## src/rtl/bp_table_scheduler_if.sv

```systemverilog
// Lookup / update handshake bundle between the branch predictor front end and
// the PHT scheduler.
//   master : fetch/resolve side (drives requests, receives ready/prediction)
//   slave  : scheduler side
// Signals:
//   lk_valid, lk_pc         lookup request and branch address
//   lk_ready                lookup accepted this cycle
//   pred_valid, pred_taken  one-cycle prediction result
//   up_valid, up_pc         resolved-branch update request and address
//   up_taken, up_mispredict actual outcome and misprediction flag
//   up_ready                update FIFO can accept
interface bp_table_scheduler_if #(
   parameter int Direction_SIZE = 32
);
   logic                      lk_valid;
   logic [Direction_SIZE-1:0] lk_pc;
   logic                      lk_ready;
   logic                      pred_valid;
   logic                      pred_taken;
   logic                      up_valid;
   logic [Direction_SIZE-1:0] up_pc;
   logic                      up_taken;
   logic                      up_mispredict;
   logic                      up_ready;

   modport master (
      output lk_valid, lk_pc, up_valid, up_pc, up_taken, up_mispredict,
      input  lk_ready, pred_valid, pred_taken, up_ready
   );

   modport slave (
      input  lk_valid, lk_pc, up_valid, up_pc, up_taken, up_mispredict,
      output lk_ready, pred_valid, pred_taken, up_ready
   );
endinterface

```

## src/rtl/bp_table_scheduler.sv

```systemverilog
// Sequencer/arbiter for a single-ported 2-bit-counter pattern history table.
// Shares the table between the lookup port and a FIFO of resolved-branch
// updates (applied as read-modify-write), initialises every entry to weakly
// not-taken after reset and keeps lookup/update/mispredict statistics.
// Ports:
//   clk, reset         clock and synchronous active-high reset
//   bp (slave)         lookup / prediction / update handshake bundle
//   tbl_en, tbl_we     table access and write enables
//   tbl_index          table index (0 when tbl_en is low)
//   tbl_wdata          table write data (0 when tbl_en is low)
//   tbl_rdata          table read data, valid the cycle after a read
//   init_done          initialisation sweep finished
//   lookup_count       accepted lookups
//   update_count       applied updates
//   mispredict_count   applied updates flagged as mispredicted
module bp_table_scheduler #(
   parameter int Direction_SIZE = 32,
   parameter int INDEX_BITS     = 7,
   parameter int UQ_DEPTH       = 4,
   parameter int STARVE_LIMIT   = 4
) (
   input  logic                  clk,
   input  logic                  reset,
   bp_table_scheduler_if.slave   bp,
   output logic                  tbl_en,
   output logic                  tbl_we,
   output logic [INDEX_BITS-1:0] tbl_index,
   output logic [1:0]            tbl_wdata,
   input  logic [1:0]            tbl_rdata,
   output logic                  init_done,
   output logic [31:0]           lookup_count,
   output logic [31:0]           update_count,
   output logic [31:0]           mispredict_count
);
   localparam int PW = $clog2(UQ_DEPTH);
   localparam int CW = PW + 1;
   localparam int SW = $clog2(STARVE_LIMIT + 1);
   localparam logic [CW-1:0]         FULL_CNT   = CW'(UQ_DEPTH);
   localparam logic [SW-1:0]         STARVE_MAX = SW'(STARVE_LIMIT);
   localparam logic [INDEX_BITS-1:0] LAST_IDX   = {INDEX_BITS{1'b1}};
   localparam logic [1:0]            CNT_WN     = 2'b01;

   typedef enum logic [1:0] {
      ST_INIT     = 2'd0,
      ST_IDLE     = 2'd1,
      ST_LK_RESP  = 2'd2,
      ST_UP_WRITE = 2'd3
   } state_t;

   // Saturating 2-bit counter step toward the resolved outcome.
   function automatic logic [1:0] sat_next(input logic [1:0] cnt, input logic taken);
      logic [1:0] res;
      if (taken) begin
         res = (cnt == 2'b11) ? 2'b11 : cnt + 2'd1;
      end else begin
         res = (cnt == 2'b00) ? 2'b00 : cnt - 2'd1;
      end
      return res;
   endfunction

   state_t                state_r;
   logic [INDEX_BITS-1:0] init_ptr_r;
   logic                  init_done_r;
   logic [SW-1:0]         starve_r;
   logic [31:0]           lookup_count_r;
   logic [31:0]           update_count_r;
   logic [31:0]           mispredict_count_r;

   logic [INDEX_BITS-1:0] q_idx_r [UQ_DEPTH];
   logic [UQ_DEPTH-1:0]   q_taken_r;
   logic [UQ_DEPTH-1:0]   q_misp_r;
   logic [PW-1:0]         wr_ptr_r;
   logic [PW-1:0]         rd_ptr_r;
   logic [CW-1:0]         count_r;

   logic                  fifo_full_s;
   logic                  fifo_empty_s;
   logic                  push_s;
   logic                  pop_s;
   logic                  lk_grant_s;
   logic                  up_grant_s;
   logic [INDEX_BITS-1:0] lk_idx_s;
   logic [INDEX_BITS-1:0] up_idx_s;
   logic [INDEX_BITS-1:0] head_idx_s;
   logic                  head_taken_s;
   logic                  head_misp_s;
   logic                  up_ready_s;
   logic                  unused_s;

   assign lk_idx_s     = bp.lk_pc[INDEX_BITS+1:2];
   assign up_idx_s     = bp.up_pc[INDEX_BITS+1:2];
   assign unused_s     = ^{bp.lk_pc[Direction_SIZE-1:INDEX_BITS+2], bp.lk_pc[1:0],
                           bp.up_pc[Direction_SIZE-1:INDEX_BITS+2], bp.up_pc[1:0]};
   assign head_idx_s   = q_idx_r[rd_ptr_r];
   assign head_taken_s = q_taken_r[rd_ptr_r];
   assign head_misp_s  = q_misp_r[rd_ptr_r];
   assign fifo_full_s  = (count_r == FULL_CNT);
   assign fifo_empty_s = (count_r == {CW{1'b0}});
   // up_ready reflects pre-pop occupancy, so a pop in UP_WRITE does not
   // re-open the port in the same cycle.
   assign up_ready_s   = init_done_r && !fifo_full_s;
   assign push_s       = bp.up_valid && up_ready_s;
   assign pop_s        = (state_r == ST_UP_WRITE);

   // Arbitration between queued updates and the lookup port in IDLE.
   always_comb begin
      lk_grant_s = 1'b0;
      up_grant_s = 1'b0;
      if (state_r == ST_IDLE) begin
         if (fifo_full_s) begin
            up_grant_s = 1'b1;
         end else if (!fifo_empty_s && (starve_r == STARVE_MAX)) begin
            up_grant_s = 1'b1;
         end else if (bp.lk_valid) begin
            lk_grant_s = 1'b1;
         end else if (!fifo_empty_s) begin
            up_grant_s = 1'b1;
         end else begin
            up_grant_s = 1'b0;
         end
      end else begin
         lk_grant_s = 1'b0;
      end
   end

   // Table port drive; everything is forced low while reset is asserted.
   always_comb begin
      tbl_en    = 1'b0;
      tbl_we    = 1'b0;
      tbl_index = {INDEX_BITS{1'b0}};
      tbl_wdata = 2'b00;
      if (reset) begin
         tbl_en = 1'b0;
      end else begin
         case (state_r)
            ST_INIT: begin
               tbl_en    = 1'b1;
               tbl_we    = 1'b1;
               tbl_index = init_ptr_r;
               tbl_wdata = CNT_WN;
            end
            ST_IDLE: begin
               if (lk_grant_s) begin
                  tbl_en    = 1'b1;
                  tbl_index = lk_idx_s;
               end else if (up_grant_s) begin
                  tbl_en    = 1'b1;
                  tbl_index = head_idx_s;
               end else begin
                  tbl_en = 1'b0;
               end
            end
            ST_LK_RESP: tbl_en = 1'b0;
            ST_UP_WRITE: begin
               tbl_en    = 1'b1;
               tbl_we    = 1'b1;
               tbl_index = head_idx_s;
               tbl_wdata = sat_next(tbl_rdata, head_taken_s);
            end
            default: tbl_en = 1'b0;
         endcase
      end
   end

   assign bp.lk_ready   = !reset && lk_grant_s;
   assign bp.pred_valid = !reset && (state_r == ST_LK_RESP);
   assign bp.pred_taken = !reset && (state_r == ST_LK_RESP) && tbl_rdata[1];
   assign bp.up_ready   = !reset && up_ready_s;
   assign init_done        = !reset && init_done_r;
   assign lookup_count     = reset ? 32'd0 : lookup_count_r;
   assign update_count     = reset ? 32'd0 : update_count_r;
   assign mispredict_count = reset ? 32'd0 : mispredict_count_r;

   // Sequencer, init sweep, starvation tracking and statistics.
   always_ff @(posedge clk) begin
      if (reset) begin
         state_r            <= ST_INIT;
         init_ptr_r         <= {INDEX_BITS{1'b0}};
         init_done_r        <= 1'b0;
         starve_r           <= {SW{1'b0}};
         lookup_count_r     <= 32'd0;
         update_count_r     <= 32'd0;
         mispredict_count_r <= 32'd0;
      end else begin
         case (state_r)
            ST_INIT: begin
               init_ptr_r <= init_ptr_r + INDEX_BITS'(1);
               if (init_ptr_r == LAST_IDX) begin
                  init_done_r <= 1'b1;
                  state_r     <= ST_IDLE;
               end
            end
            ST_IDLE: begin
               if (lk_grant_s) begin
                  state_r        <= ST_LK_RESP;
                  lookup_count_r <= lookup_count_r + 32'd1;
               end else if (up_grant_s) begin
                  state_r <= ST_UP_WRITE;
               end
            end
            ST_LK_RESP: state_r <= ST_IDLE;
            ST_UP_WRITE: begin
               state_r        <= ST_IDLE;
               update_count_r <= update_count_r + 32'd1;
               if (head_misp_s) begin
                  mispredict_count_r <= mispredict_count_r + 32'd1;
               end
            end
            default: state_r <= ST_INIT;
         endcase
         // Only lookups granted while updates wait count toward starvation.
         if (up_grant_s || fifo_empty_s) begin
            starve_r <= {SW{1'b0}};
         end else if (lk_grant_s && (starve_r != STARVE_MAX)) begin
            starve_r <= starve_r + SW'(1);
         end
      end
   end

   // Update FIFO pointers and occupancy.
   always_ff @(posedge clk) begin
      if (reset) begin
         wr_ptr_r <= {PW{1'b0}};
         rd_ptr_r <= {PW{1'b0}};
         count_r  <= {CW{1'b0}};
      end else begin
         if (push_s) begin
            wr_ptr_r <= wr_ptr_r + PW'(1);
         end
         if (pop_s) begin
            rd_ptr_r <= rd_ptr_r + PW'(1);
         end
         case ({push_s, pop_s})
            2'b10:   count_r <= count_r + CW'(1);
            2'b01:   count_r <= count_r - CW'(1);
            default: count_r <= count_r;
         endcase
      end
   end

   // Update FIFO payload storage.
   always_ff @(posedge clk) begin
      if (push_s) begin
         q_idx_r[wr_ptr_r]   <= up_idx_s;
         q_taken_r[wr_ptr_r] <= bp.up_taken;
         q_misp_r[wr_ptr_r]  <= bp.up_mispredict;
      end
   end
endmodule

```

## src/flat_wrapper.sv

```systemverilog
// flat-port wrapper written by rule: the top's interface ports become plain ports
module bp_table_scheduler_flat 
#(
   parameter int Direction_SIZE = 32,
   parameter int INDEX_BITS     = 7,
   parameter int UQ_DEPTH       = 4,
   parameter int STARVE_LIMIT   = 4
)
  (clk, reset, tbl_en, tbl_we, tbl_index, tbl_wdata, tbl_rdata, init_done, lookup_count, update_count, mispredict_count, bp_lk_valid, bp_lk_pc, bp_up_valid, bp_up_pc, bp_up_taken, bp_up_mispredict, bp_lk_ready, bp_pred_valid, bp_pred_taken, bp_up_ready);
  bp_table_scheduler_if #(.Direction_SIZE(Direction_SIZE)) bp_i ();
  input  logic clk;
  input  logic reset;
  output logic tbl_en;
  output logic tbl_we;
  output logic [INDEX_BITS-1:0] tbl_index;
  output logic [1:0] tbl_wdata;
  input  logic [1:0] tbl_rdata;
  output logic init_done;
  output logic [31:0] lookup_count;
  output logic [31:0] update_count;
  output logic [31:0] mispredict_count;
  input wire logic [$bits(bp_i.lk_valid)-1:0] bp_lk_valid;
  input wire logic [$bits(bp_i.lk_pc)-1:0] bp_lk_pc;
  input wire logic [$bits(bp_i.up_valid)-1:0] bp_up_valid;
  input wire logic [$bits(bp_i.up_pc)-1:0] bp_up_pc;
  input wire logic [$bits(bp_i.up_taken)-1:0] bp_up_taken;
  input wire logic [$bits(bp_i.up_mispredict)-1:0] bp_up_mispredict;
  output wire logic [$bits(bp_i.lk_ready)-1:0] bp_lk_ready;
  output wire logic [$bits(bp_i.pred_valid)-1:0] bp_pred_valid;
  output wire logic [$bits(bp_i.pred_taken)-1:0] bp_pred_taken;
  output wire logic [$bits(bp_i.up_ready)-1:0] bp_up_ready;
  assign bp_i.lk_valid = bp_lk_valid;
  assign bp_i.lk_pc = bp_lk_pc;
  assign bp_i.up_valid = bp_up_valid;
  assign bp_i.up_pc = bp_up_pc;
  assign bp_i.up_taken = bp_up_taken;
  assign bp_i.up_mispredict = bp_up_mispredict;
  assign bp_lk_ready = bp_i.lk_ready;
  assign bp_pred_valid = bp_i.pred_valid;
  assign bp_pred_taken = bp_i.pred_taken;
  assign bp_up_ready = bp_i.up_ready;
  bp_table_scheduler #(.Direction_SIZE(Direction_SIZE), .INDEX_BITS(INDEX_BITS), .UQ_DEPTH(UQ_DEPTH), .STARVE_LIMIT(STARVE_LIMIT)) u_core (.clk(clk), .reset(reset), .bp(bp_i), .tbl_en(tbl_en), .tbl_we(tbl_we), .tbl_index(tbl_index), .tbl_wdata(tbl_wdata), .tbl_rdata(tbl_rdata), .init_done(init_done), .lookup_count(lookup_count), .update_count(update_count), .mispredict_count(mispredict_count));
endmodule
```

## config.mk

```make
export PLATFORM = sky130hd
export DESIGN_NAME = bp_table_scheduler_flat
export DESIGN_NICKNAME = d
export VERILOG_FILES = /design/src/rtl/bp_table_scheduler_if.sv /design/src/rtl/bp_table_scheduler.sv /design/src/flat_wrapper.sv
export SDC_FILE = /design/constraint.sdc
export NUM_CORES = 1
export LEC_CHECK = 0
export ABC_AREA = 1
export CORE_ASPECT_RATIO = 1.2
export CORE_MARGIN = 2
export CORE_UTILIZATION = 35
export CTS_CLUSTER_DIAMETER = 80
export DETAILED_ROUTE_END_ITERATION = 12
export PLACE_DENSITY = 0.57
export SETUP_SLACK_MARGIN = 0.2
export SLEW_MARGIN = 20
export SYNTH_ARGS = -nofsm -noshare
export SYNTH_HDL_FRONTEND = slang
export SYNTH_SLANG_ARGS = --single-unit
export TNS_END_PERCENT = 30
```

## constraint.sdc

```tcl
create_clock -name clk -period 2.99 [get_ports clk]
set_input_delay 0.598 -clock clk [delete_from_list [all_inputs] [get_ports clk]]
set_output_delay 0.598 -clock clk [all_outputs]
set_load 0.01 [all_outputs]
```

==> impl_metrics.yaml <==
die:
  initial_core_util: 0.353
  die_area_mm2: 0.0269
  die_h_um: 179
  ios: 184
  fp.dieW_um: 150
  num_rows: 64
  core_region_area_mm2: 0.0254
power_and_ir_drop:
  p_leak_nw: 4.07
  powerDensity_mw_per_mm2: 446
  ir_drop_mv: 0.375
layout:
  n_antenna_cell: 0
  layout-drive-gt1-share: 0.0561
  fill_cells: 2703
  syn2layout_area_growth_pct: 26.0
  nNetsFinal: 1629
drt:
  initialDrtViolationCount: 497
  vias: 9012
  routed_wl_um: 25000
  drc_errors: 0
  wl_per_cell_um: 13.3
  routed_via_density: 4.79
  drt-pass1-iter-count: 7
  ant_nets: 0
clock_tree:
  cts_num_sinks: 154
  cts_tree: "done"
  clock_path_buffers: 2
  ctsHtreeMaxLevel: 4
  cts-root-buf: "clkbuf_16"
  insertion_delay_ps: 430
  cts_buffers: 17
  clk_pin_slew_ps: 70
  cts_hold_buf: 0
logic_synthesis:
  synth_edf_count: 36
  yosysWarnings: 0
  syn_inst: 1407
  yosys-top-cells-count: "374 x nand2_1, 300 x nor2_1, 186 x inv_1"
  synth_area_leaders: "dfxtp_1 26%, nand2_1 16%, nor2_1 13%"
  syn_nets: 1497
  synth-main-ff-cell: "dfxtp_1"
  avgSynthCellArea_um2: 6.38
  yosysTopAreaCell: "dfxtp_1"
  synth_cell_type_count: 40
  yosysMostFrequentCell: "nand2_1"
  synth_top_cell_area_share: 0.263
  synth_seq_area_share: 0.384
  async_reset_ff_frac: 0
  synth_area_mm2: 0.00897
  ys_seq_elements: 154
timing:
  rsz0062_at_grt: "true"
  final_hold_viol_count: 0
  skew_ps: 12.0
  max_slew_margin: 0.636
  worst_pin_slew_ps: 546
  fin_crit_ps: 2740
  setup_viol: 0
  tns_ps: 0
  slew_violations: 0
  fmax_mhz: 365
  fin_ws_ps: 247
  period_share: 0.917
min_path:
  holdPathEnd: "u_core.init_done_r"
  holdCritStartpoint: "reset"
  worstHoldPathCells: 2
  hold_class: "in -> reg"
critical_path:
  cp.required_ps: 2390
  critPathTopFamily: "buffers and inverters"
  critPathLaunchType: "input port"
  cp-startpoint: "bp_lk_valid"
  reg2reg_slack_ps: 670
  crit_fanout: 9
  cp_cell_sequence: "clkdlybuf4s50_1 > nand2_1 > clkinv_1 > nand2_1 > nor2_2 > buf_4 > nand2_1 > o21ai_0 > inv_1 > a21oi_1 > dlygate4sd2_1"
  critPathSlowestCell: "clkdlybuf4s50_1"
  crit_buf_inv: 5
  r2r_start: "u_core.count_r[0]"
  endpoint_kind: "output port"
  reg2regPathDepth: 10
  path_class: "in -> out"
  crit_path_max_incr_delay_ps: 500
  worst_ep_arrival_time_ps: 2140
  rr_endpoint: "u_core.count_r[2]"
  crit_path_frequent_cell: "nand2_1"
placement:
  portBuffers: 133
  post-dp-hpwl_um: 18600
  gp_congestion: 0.909
  pre_cts_ws_ps: -19.6
global_route:
  grt_max_degree: 82
  grt_pass1_vias: 8389
  grt_pass1_wl_um: 40500
  antenna_found_initial: 0
  grt_overflow: 0
  gr-usage-all-layers: 0.189
status:
  status: "finished, final reports clean"
job:
  cap_violations: 0
metrics by stage:
step / hold WS (ps) / std cells / cell area [um^2] / utilization / power (mW)
floorplan: 444 / 1407 / 8970 / - / 2.64
global placement: 462 / 1850 / 10700 / 0.421 / 2.90
detailed placement: 472 / 1850 / 10700 / 0.421 / 2.90
CTS: 406 / 1882 / 11300 / 0.445 / 5.10
global route: 419 / 1882 / 11300 / 0.445 / 5.26
finish: 423 / 1882 / 11300 / 0.445 / 5.04
worst register-to-register path: stages, from the launching register on:
cell	delay [ps]
dfxtp_1	330
nor2_1	150
nand2_1	180
nand3_1	330
ha_1	220
inv_1	70
fa_1	440
a21oi_1	140
o21ai_0	120
o21ai_0	180
a21oi_1	50
sequential cells by signal, summed over array words and instances, names as in the netlist, named ones only:
name,cells
u_core.rd_ptr_r,2
u_core.state_r,2
u_core.q_misp_r,4
u_core.q_idx_r,28
u_core.init_ptr_r,7
u_core.init_done_r,1
u_core.mispredict_count_r,32
u_core.update_count_r,32
u_core.wr_ptr_r,2
u_core.starve_r,3
u_core.count_r,3
u_core.lookup_count_r,32
u_core.q_taken_r,4
placed cells by master, fill, tap and decap left out, drive strengths merged, types with 5 or more instances in the layout:
| cell type | count |
|---|---|
| nand3 | 79 |
| inv | 195 |
| edfxtp | 36 |
| dlygate4sd2 | 6 |
| clkbuf | 20 |
| clkdlybuf4s50 | 123 |
| nor3b | 5 |
| nor2 | 312 |
| nand2 | 376 |
| xor2 | 17 |
| buf | 21 |
| ha | 17 |
| a31oi | 7 |
| nand4 | 13 |
| o22ai | 5 |
| o21ai | 57 |
| dfxtp | 118 |
| a21oi | 88 |
| nor3 | 35 |
per-layer routing:
layer,vias up,part of all wire,routed length [um],track usage
met2,194,0.48,12000,0.329
met1,4094,0.46,11600,0.236
met4,0,0.019,468,0.0609
met3,35,0.041,1020,0.0339
met5,-,0,0,0
li1,4689,-,-,-
power by group:
group | switching [mW] | total [mW] | internal [mW]
clock | 0.931 | 2.18 | 1.25
sequential | 0.0457 | 2.22 | 2.17
combinational | 0.406 | 0.644 | 0.238
total | 1.38 | 5.04 | 3.66
cell type report:
| type | count | area, um^2 | area share |
|---|---|---|---|
| clock buffers | 18 | 429 | 0.0380 |
| clock inverters | 14 | 159 | 0.0141 |
| inverters | 190 | 713 | 0.0631 |
| multi-input cells | 1023 | 4660 | 0.413 |
| flip-flops and latches | 154 | 3440 | 0.305 |
| well taps | 330 | 413 | 0.0365 |
| repair buffers | 153 | 1480 | 0.131 |
logic make-up after synthesis:
group	Yosys count	synth area share
AOI/OAI and AO/OA	161	0.0935
DFF	154	0.384
buffers and inverters	230	0.101
xor gates and xnor gates	17	0.0166
adders and majority gates	18	0.0259
and+or+nand+nor	827	0.379
repair_timing:
action	4_1_cts	5_1_grt
setup endpoints to repair	11	9
pin swaps	0	1
resized for setup	18	8
buffers inserted	0	0
worst max-delay path by stage:
stage,endpoint,slack [ps],depth (start not counted)
2_1_floorplan,tbl_index[2],860,11
3_3_place_gp,tbl_index[5],-7,11
3_5_place_dp,tbl_index[5],-20,11
4_1_cts,tbl_index[2],210,11
5_1_grt,bp_lk_ready,130,8
6_report,tbl_index[5],250,11
(Power assumes the default switching activity.)
